$ cat config.mk
export PLATFORM = sky130hd
export DESIGN_NAME = conv_seq_flat
export DESIGN_NICKNAME = d
export VERILOG_FILES = /design/src/rtl/conv_seq_if.sv /design/src/rtl/conv_seq.sv /design/src/flat_wrapper.sv
export SDC_FILE = /design/constraint.sdc
export NUM_CORES = 1
export LEC_CHECK = 0
export CAP_MARGIN = 20
export CELL_PAD_IN_SITES_DETAIL_PLACEMENT = 2
export CELL_PAD_IN_SITES_GLOBAL_PLACEMENT = 2
export CORE_ASPECT_RATIO = 2
export CORE_MARGIN = 2
export CORE_UTILIZATION = 43
export CTS_BUF_LIST = sky130_fd_sc_hd__clkbuf_4
export DETAILED_ROUTE_END_ITERATION = 12
export PLACE_DENSITY = 0.92
export SLEW_MARGIN = 0
export SYNTH_ARGS = -nofsm -noshare
export SYNTH_HDL_FRONTEND = slang
export SYNTH_SLANG_ARGS = --single-unit
$ cat constraint.sdc
create_clock -name clk -period 10 [get_ports clk]
set_clock_uncertainty 0.15 [all_clocks]
set_input_delay 1.5 -clock clk [delete_from_list [all_inputs] [get_ports clk]]
set_output_delay 1.5 -clock clk [all_outputs]
set_load 0.01 [all_outputs]
$ cat src/rtl/conv_seq_if.sv
// Host handshake plus weight/pixel/MAC control bundle driven by conv_seq.
interface conv_seq_if;
    logic       start;
    logic       stall;
    logic       busy;
    logic       done;
    logic [3:0] wmem_raddr;
    logic       w_we;
    logic [3:0] w_widx;
    logic [3:0] w_sel;
    logic [8:0] pix_raddr;
    logic       mac_en;
    logic       mac_clr;
    logic       out_valid;
    logic [8:0] out_addr;

    modport master (
        input  start, stall,
        output busy, done, wmem_raddr, w_we, w_widx, w_sel,
               pix_raddr, mac_en, mac_clr, out_valid, out_addr
    );
    modport slave (
        output start, stall,
        input  busy, done, wmem_raddr, w_we, w_widx, w_sel,
               pix_raddr, mac_en, mac_clr, out_valid, out_addr
    );
endinterface

$ cat src/rtl/conv_seq.sv
// K x K convolution pass sequencer: weight preload, then window/tap walk
// with a 3-stage address -> MAC -> result-flag pipeline.
module conv_seq #(
    parameter int K     = 3,
    parameter int OUT_W = 19,
    parameter int IN_W  = OUT_W + K - 1
) (
    input  logic       clk,
    input  logic       xrst,
    conv_seq_if.master bus
);
    localparam int         STAGES  = 1;
    localparam logic [3:0] TAP_MAX = 4'(K * K - 1);
    localparam logic [4:0] K_MAX   = 5'(K - 1);
    localparam logic [4:0] W_MAX   = 5'(OUT_W - 1);

    localparam logic [2:0] S_IDLE  = 3'd0;
    localparam logic [2:0] S_LOAD  = 3'd1;
    localparam logic [2:0] S_RUN   = 3'd2;
    localparam logic [2:0] S_DRAIN = 3'd3;
    localparam logic [2:0] S_DONE  = 3'd4;

    logic [2:0]      state;
    logic [4:0]      kx, ky, wx, wy;
    logic            fin, dcnt, clr_p0;
    logic [STAGES:0] vld_pipe, last_pipe;
    logic [8:0]      oaddr_p0, oaddr_p1;

    logic       tap_first, tap_last, win_last, frz, issue;
    logic [8:0] row, pix_nxt, oaddr_nxt;
    logic [3:0] wsel_nxt;

    always_comb begin
        tap_first = (kx == '0) && (ky == '0);
        tap_last  = (kx == K_MAX) && (ky == K_MAX);
        win_last  = (wx == W_MAX) && (wy == W_MAX);
        frz       = bus.stall && (state == S_RUN || state == S_DRAIN);
        // first tap goes out on the LOAD->RUN edge so RUN cycle 1 carries it
        issue     = (state == S_LOAD && bus.wmem_raddr == TAP_MAX) ||
                    (state == S_RUN && !bus.stall && !fin);
        row       = 9'(wy) + 9'(ky);
        pix_nxt   = row * 9'(IN_W) + 9'(wx) + 9'(kx);
        wsel_nxt  = 4'(ky) * 4'(K) + 4'(kx);
        oaddr_nxt = 9'(wy) * 9'(OUT_W) + 9'(wx);
    end

    always_ff @(posedge clk or negedge xrst) begin
        if (!xrst) begin
            state          <= S_IDLE;
            kx             <= '0;
            ky             <= '0;
            wx             <= '0;
            wy             <= '0;
            fin            <= 1'b0;
            dcnt           <= 1'b0;
            clr_p0         <= 1'b0;
            vld_pipe       <= '0;
            last_pipe      <= '0;
            oaddr_p0       <= '0;
            oaddr_p1       <= '0;
            bus.busy       <= 1'b0;
            bus.done       <= 1'b0;
            bus.wmem_raddr <= '0;
            bus.w_we       <= 1'b0;
            bus.w_widx     <= '0;
            bus.w_sel      <= '0;
            bus.pix_raddr  <= '0;
            bus.mac_en     <= 1'b0;
            bus.mac_clr    <= 1'b0;
            bus.out_valid  <= 1'b0;
            bus.out_addr   <= '0;
        end else begin
            // weight memory has one cycle of latency
            bus.w_we   <= (state == S_LOAD);
            bus.w_widx <= (state == S_LOAD) ? bus.wmem_raddr : '0;

            case (state)
                S_IDLE: if (bus.start) begin
                    state          <= S_LOAD;
                    bus.busy       <= 1'b1;
                    bus.wmem_raddr <= '0;
                    kx             <= '0;
                    ky             <= '0;
                    wx             <= '0;
                    wy             <= '0;
                    fin            <= 1'b0;
                    dcnt           <= 1'b0;
                end
                S_LOAD: begin
                    if (bus.wmem_raddr == TAP_MAX) begin
                        state          <= S_RUN;
                        bus.wmem_raddr <= '0;
                    end else begin
                        bus.wmem_raddr <= bus.wmem_raddr + 4'd1;
                    end
                end
                S_RUN: if (!bus.stall && fin) state <= S_DRAIN;
                S_DRAIN: if (!bus.stall) begin
                    if (dcnt) begin
                        state    <= S_DONE;
                        bus.done <= 1'b1;
                    end
                    dcnt <= 1'b1;
                end
                S_DONE: begin
                    state    <= S_IDLE;
                    bus.done <= 1'b0;
                    bus.busy <= 1'b0;
                end
                default: state <= S_IDLE;
            endcase

            if (issue) begin
                bus.pix_raddr <= pix_nxt;
                bus.w_sel     <= wsel_nxt;
                oaddr_p0      <= oaddr_nxt;
                clr_p0        <= tap_first;
                fin           <= tap_last && win_last;
                // kx fastest, then ky, X, Y; everything parks at the final tap
                if (!(tap_last && win_last)) begin
                    if (kx != K_MAX) kx <= kx + 5'd1;
                    else begin
                        kx <= '0;
                        if (ky != K_MAX) ky <= ky + 5'd1;
                        else begin
                            ky <= '0;
                            if (wx != W_MAX) wx <= wx + 5'd1;
                            else begin
                                wx <= '0;
                                wy <= wy + 5'd1;
                            end
                        end
                    end
                end
            end

            if (frz) begin
                bus.mac_en    <= 1'b0;
                bus.mac_clr   <= 1'b0;
                bus.out_valid <= 1'b0;
            end else begin
                vld_pipe      <= {vld_pipe[0], issue};
                last_pipe     <= {last_pipe[0], issue && tap_last};
                oaddr_p1      <= oaddr_p0;
                bus.mac_en    <= vld_pipe[0];
                bus.mac_clr   <= vld_pipe[0] && clr_p0;
                bus.out_valid <= vld_pipe[1] && last_pipe[1];
                if (vld_pipe[1] && last_pipe[1]) bus.out_addr <= oaddr_p1;
            end

            if (state == S_DONE) begin
                bus.pix_raddr <= '0;
                bus.w_sel     <= '0;
                bus.out_addr  <= '0;
            end
        end
    end
endmodule

$ cat src/flat_wrapper.sv
// flat-port wrapper written by rule: the top's interface ports become plain ports
module conv_seq_flat 
#(
    parameter int K     = 3,
    parameter int OUT_W = 19,
    parameter int IN_W  = OUT_W + K - 1
)
  (clk, xrst, bus_start, bus_stall, bus_busy, bus_done, bus_wmem_raddr, bus_w_we, bus_w_widx, bus_w_sel, bus_pix_raddr, bus_mac_en, bus_mac_clr, bus_out_valid, bus_out_addr);
  conv_seq_if bus_i ();
  input  logic clk;
  input  logic xrst;
  input wire logic [$bits(bus_i.start)-1:0] bus_start;
  input wire logic [$bits(bus_i.stall)-1:0] bus_stall;
  output wire logic [$bits(bus_i.busy)-1:0] bus_busy;
  output wire logic [$bits(bus_i.done)-1:0] bus_done;
  output wire logic [$bits(bus_i.wmem_raddr)-1:0] bus_wmem_raddr;
  output wire logic [$bits(bus_i.w_we)-1:0] bus_w_we;
  output wire logic [$bits(bus_i.w_widx)-1:0] bus_w_widx;
  output wire logic [$bits(bus_i.w_sel)-1:0] bus_w_sel;
  output wire logic [$bits(bus_i.pix_raddr)-1:0] bus_pix_raddr;
  output wire logic [$bits(bus_i.mac_en)-1:0] bus_mac_en;
  output wire logic [$bits(bus_i.mac_clr)-1:0] bus_mac_clr;
  output wire logic [$bits(bus_i.out_valid)-1:0] bus_out_valid;
  output wire logic [$bits(bus_i.out_addr)-1:0] bus_out_addr;
  assign bus_i.start = bus_start;
  assign bus_i.stall = bus_stall;
  assign bus_busy = bus_i.busy;
  assign bus_done = bus_i.done;
  assign bus_wmem_raddr = bus_i.wmem_raddr;
  assign bus_w_we = bus_i.w_we;
  assign bus_w_widx = bus_i.w_widx;
  assign bus_w_sel = bus_i.w_sel;
  assign bus_pix_raddr = bus_i.pix_raddr;
  assign bus_mac_en = bus_i.mac_en;
  assign bus_mac_clr = bus_i.mac_clr;
  assign bus_out_valid = bus_i.out_valid;
  assign bus_out_addr = bus_i.out_addr;
  conv_seq #(.K(K), .OUT_W(OUT_W), .IN_W(IN_W)) u_core (.clk(clk), .xrst(xrst), .bus(bus_i));
endmodule
==> impl_metrics.ini <==
[clock_network]
cts_resized = 0
h-tree-depth = 3
clkTransAtPathRegs_ps = 140
cts.repair_timing.setup_buffer_count = 0
cts_buffer_depth = 2
cts.sinks = 84
cts_tree = yes
clkLatencyLatePin_ps = 480
holdBufCountCts = 0
cts-root-buf = clkbuf_4
numCtsBuffers = 9

[sta]
hold_viol = 0
slew_headroom = 0.353
fmax_mhz = 185
worst_pin_slew_ps = 967
period_share = 0.541
timing.final.ws_setup_ps = 4590
min_period_ps = 5410
rsz0062_at_grt = false
setup_violations = 0
fin_setup_tns_ps = 0
slew_violations = 0

[floorplan]
rows = 57
start_util = 0.438
die_area_um2 = 13200
pin_count = 40
core_um2 = 12100
die_w_um = 82.3
die_y_um = 161

[finish]
n_fill_cell = 1246
drive_gt1_frac = 0.0714
multi_input_area_um2 = 2950
syn2layout_area_growth_pct = 13.0
nNetsFinal = 646
fin_cells = 708
seqCellArea_um2 = 2100

[critical_path]
cp_slowest_cell = fa_1
reg2reg_to = u_core.bus.pix_raddr[8]
path_max_fanout = 9
worst-r2r-cell-count = 17
cp.arrival_ps = 5590
startpoint = u_core.wy[0]
crit_chain = ha_1 > fa_1 > a21o_1 > a21oi_1 > xnor2_1 > ha_1 > ha_1 > fa_1 > inv_1 > fa_1 > inv_1 > ha_1 > o21ai_0 > o21ai_0 > a31oi_1 > xnor2_1 > o21ai_0
path_buf_inv = 2
reg2reg_from = u_core.wy[0]
cp_top_family = adder cells
startpoint_type = register
crit_required_ps = 10170
cpMostUsedCell = ha_1
crit_path_max_incr_delay_ps = 560
rrSetupSlack_ps = 4590
critPathKind = register to register
endpoint_kind = register

[detailed_routing]
wire_per_inst_um = 23.1
ant_nets = 0
viasPerCell = 5.84
first_pass_iters = 4
route.detailed.drc = 0
drtIter0Drc = 117
vias = 4132
wirelength_um = 16300

[synthesis]
synth.avg_cell_area_um2 = 10.2
synth_warnings = 0
synth_cell_types = 53
yosysTopAreaCellShare = 0.398
yosys-top-cells-area = dfrtp_1 (40%), ha_1 (16%), fa_1 (6.8%)
synth_common_cells = dfrtp_1 (84), nand2_1 (72), ha_1 (69)
syn_inst = 519
synth.most_common_cell = dfrtp_1
synth.largest_area_cell = dfrtp_1
yosys_register_bits = 84
synthFlopType = dfrtp_1
async_flop_share = 1.00
synth_area_um2 = 5280
synth_edf_count = 0
ys_seq_area_frac = 0.398
synth_nets = 610

[power_and_ir_drop]
p_int_uw = 816
seq_power_share = 0.384
finalPower_mw = 1.40
p_leak_nw = 2.98
swShare = 0.418
switchingPower_uw = 585
combPwrFrac = 0.446
vdd_ir_drop_max_v = 0.000117
p_clk_frac = 0.170
powerDensity_nw_per_um2 = 235

[placement]
io_buffers = 39
dp_hpwl_um = 12200
gp_congestion = 0.827
placedCellCount = 691
post-place-ws_ps = 4720

[job]
drv_cap = 0

[min_path]
worstHoldStart = u_core.oaddr_p0[1]
min_path_cells = 2
hold_path_end = u_core.oaddr_p0[1]
hold_class = register to register

[global_route]
grt_pass1_vias = 4951
grtUsageTotal = 0.269
grt_overflow = 0
grt_pass1_wl_um = 26300
grt_max_degree = 57
antenna_found_initial = 1

[run_status]
status = finished clean
-- stage by stage --
stage | cell area, µm² | util | hold WS [ps]
global route | 5970 | 0.495 | 392
CTS | 5960 | 0.495 | 359
finish | 5970 | 0.495 | 353
global placement | 5800 | 0.481 | 297
detailed placement | 5800 | 0.481 | 329
floorplan | 5280 | - | 283
-- worst min-delay path: stages (launching register included) --
cell and delay [ps]:
dfrtp_1 370, nand2_1 60, nand2_1 50
-- state kept, by name, summed over array words and instances, names as in the netlist --
name and cells:
u_core.oaddr_p0 9, u_core.wy 5, u_core.bus.out_addr 9, u_core.clr_p0 1, u_core.bus.out_valid 1, u_core.dcnt 1
u_core.oaddr_p1 9, u_core.state 3, u_core.wx 5, u_core.bus.w_sel 4, u_core.bus.mac_en 1, u_core.ky 5
u_core.fin 1, u_core.kx 5, u_core.bus.busy 1, u_core.bus.done 1, u_core.last_pipe 2, u_core.bus.w_widx 4
u_core.bus.mac_clr 1, u_core.bus.wmem_raddr 4, u_core.bus.pix_raddr 9, u_core.bus.w_we 1, u_core.vld_pipe 2
-- layer usage --
metal  part of all wire  up-vias  GRT usage  routed length [µm]
met1               0.34     2153      0.263                5580
met4              0.045        0      0.136                 727
met2               0.59       82      0.513                9650
met3              0.022       48     0.0376                 364
li1                   -     1849          -                   -
met5                  0        -          0                   0
-- cell type report --
| type | instances | share of cell area |
|---|---|---|
| flip-flops and latches | 84 | 0.352 |
| inverters | 45 | 0.0283 |
| repair buffers | 41 | 0.0675 |
| well taps | 147 | 0.0308 |
| multi-input cells | 374 | 0.494 |
| clock buffers | 10 | 0.0126 |
| clock inverters | 6 | 0.0145 |
| diodes | 1 | 0.000419 |
-- power by group through the flow --
stage	logic, mW	clock network (mW)	registers, mW
global route	0.701	0.255	0.550
CTS	0.634	0.243	0.538
global placement	0.547	0	0.530
detailed placement	0.614	0	0.543
floorplan	0.360	0	0.522
finish	0.625	0.238	0.538
-- logic make-up after synthesis --
group	count (synthesis)	share of synthesized area
xor gates and xnor gates	22	0.0391
adders and majority gates	87	0.232
buffers and inverters	61	0.0455
AOI/OAI and AO/OA	103	0.115
muxes	14	0.0294
and+or+nand+nor	148	0.141
DFF	84	0.398
-- layout by cell type, fill, tap and decap left out, types with 4 or more instances in the layout --
cell type and instances:
dfrtp_1 84, nand2_1 72, ha_1 69, inv_1 43, o21ai_0 39, clkdlybuf4s50_1 38
a21oi_1 30, nand3_1 19, fa_1 18, nor2_1 17, xnor2_1 16, mux2_2 12
a21o_1 10, clkbuf_4 10, a31oi_1 6, and2_1 5, xor2_1 5, nand4_1 4
-- worst max-delay path by stage --
stage | cells past startpoint | end | slack, ps
2_1_floorplan | 17 | u_core.bus.pix_raddr[8] | 5470
3_3_place_gp | 17 | u_core.bus.pix_raddr[8] | 5190
3_5_place_dp | 17 | u_core.bus.pix_raddr[8] | 4720
4_1_cts | 17 | u_core.bus.pix_raddr[8] | 4670
5_1_grt | 17 | u_core.bus.pix_raddr[8] | 4400
6_report | 17 | u_core.bus.pix_raddr[8] | 4590
Power figures use the tool's default switching activity.
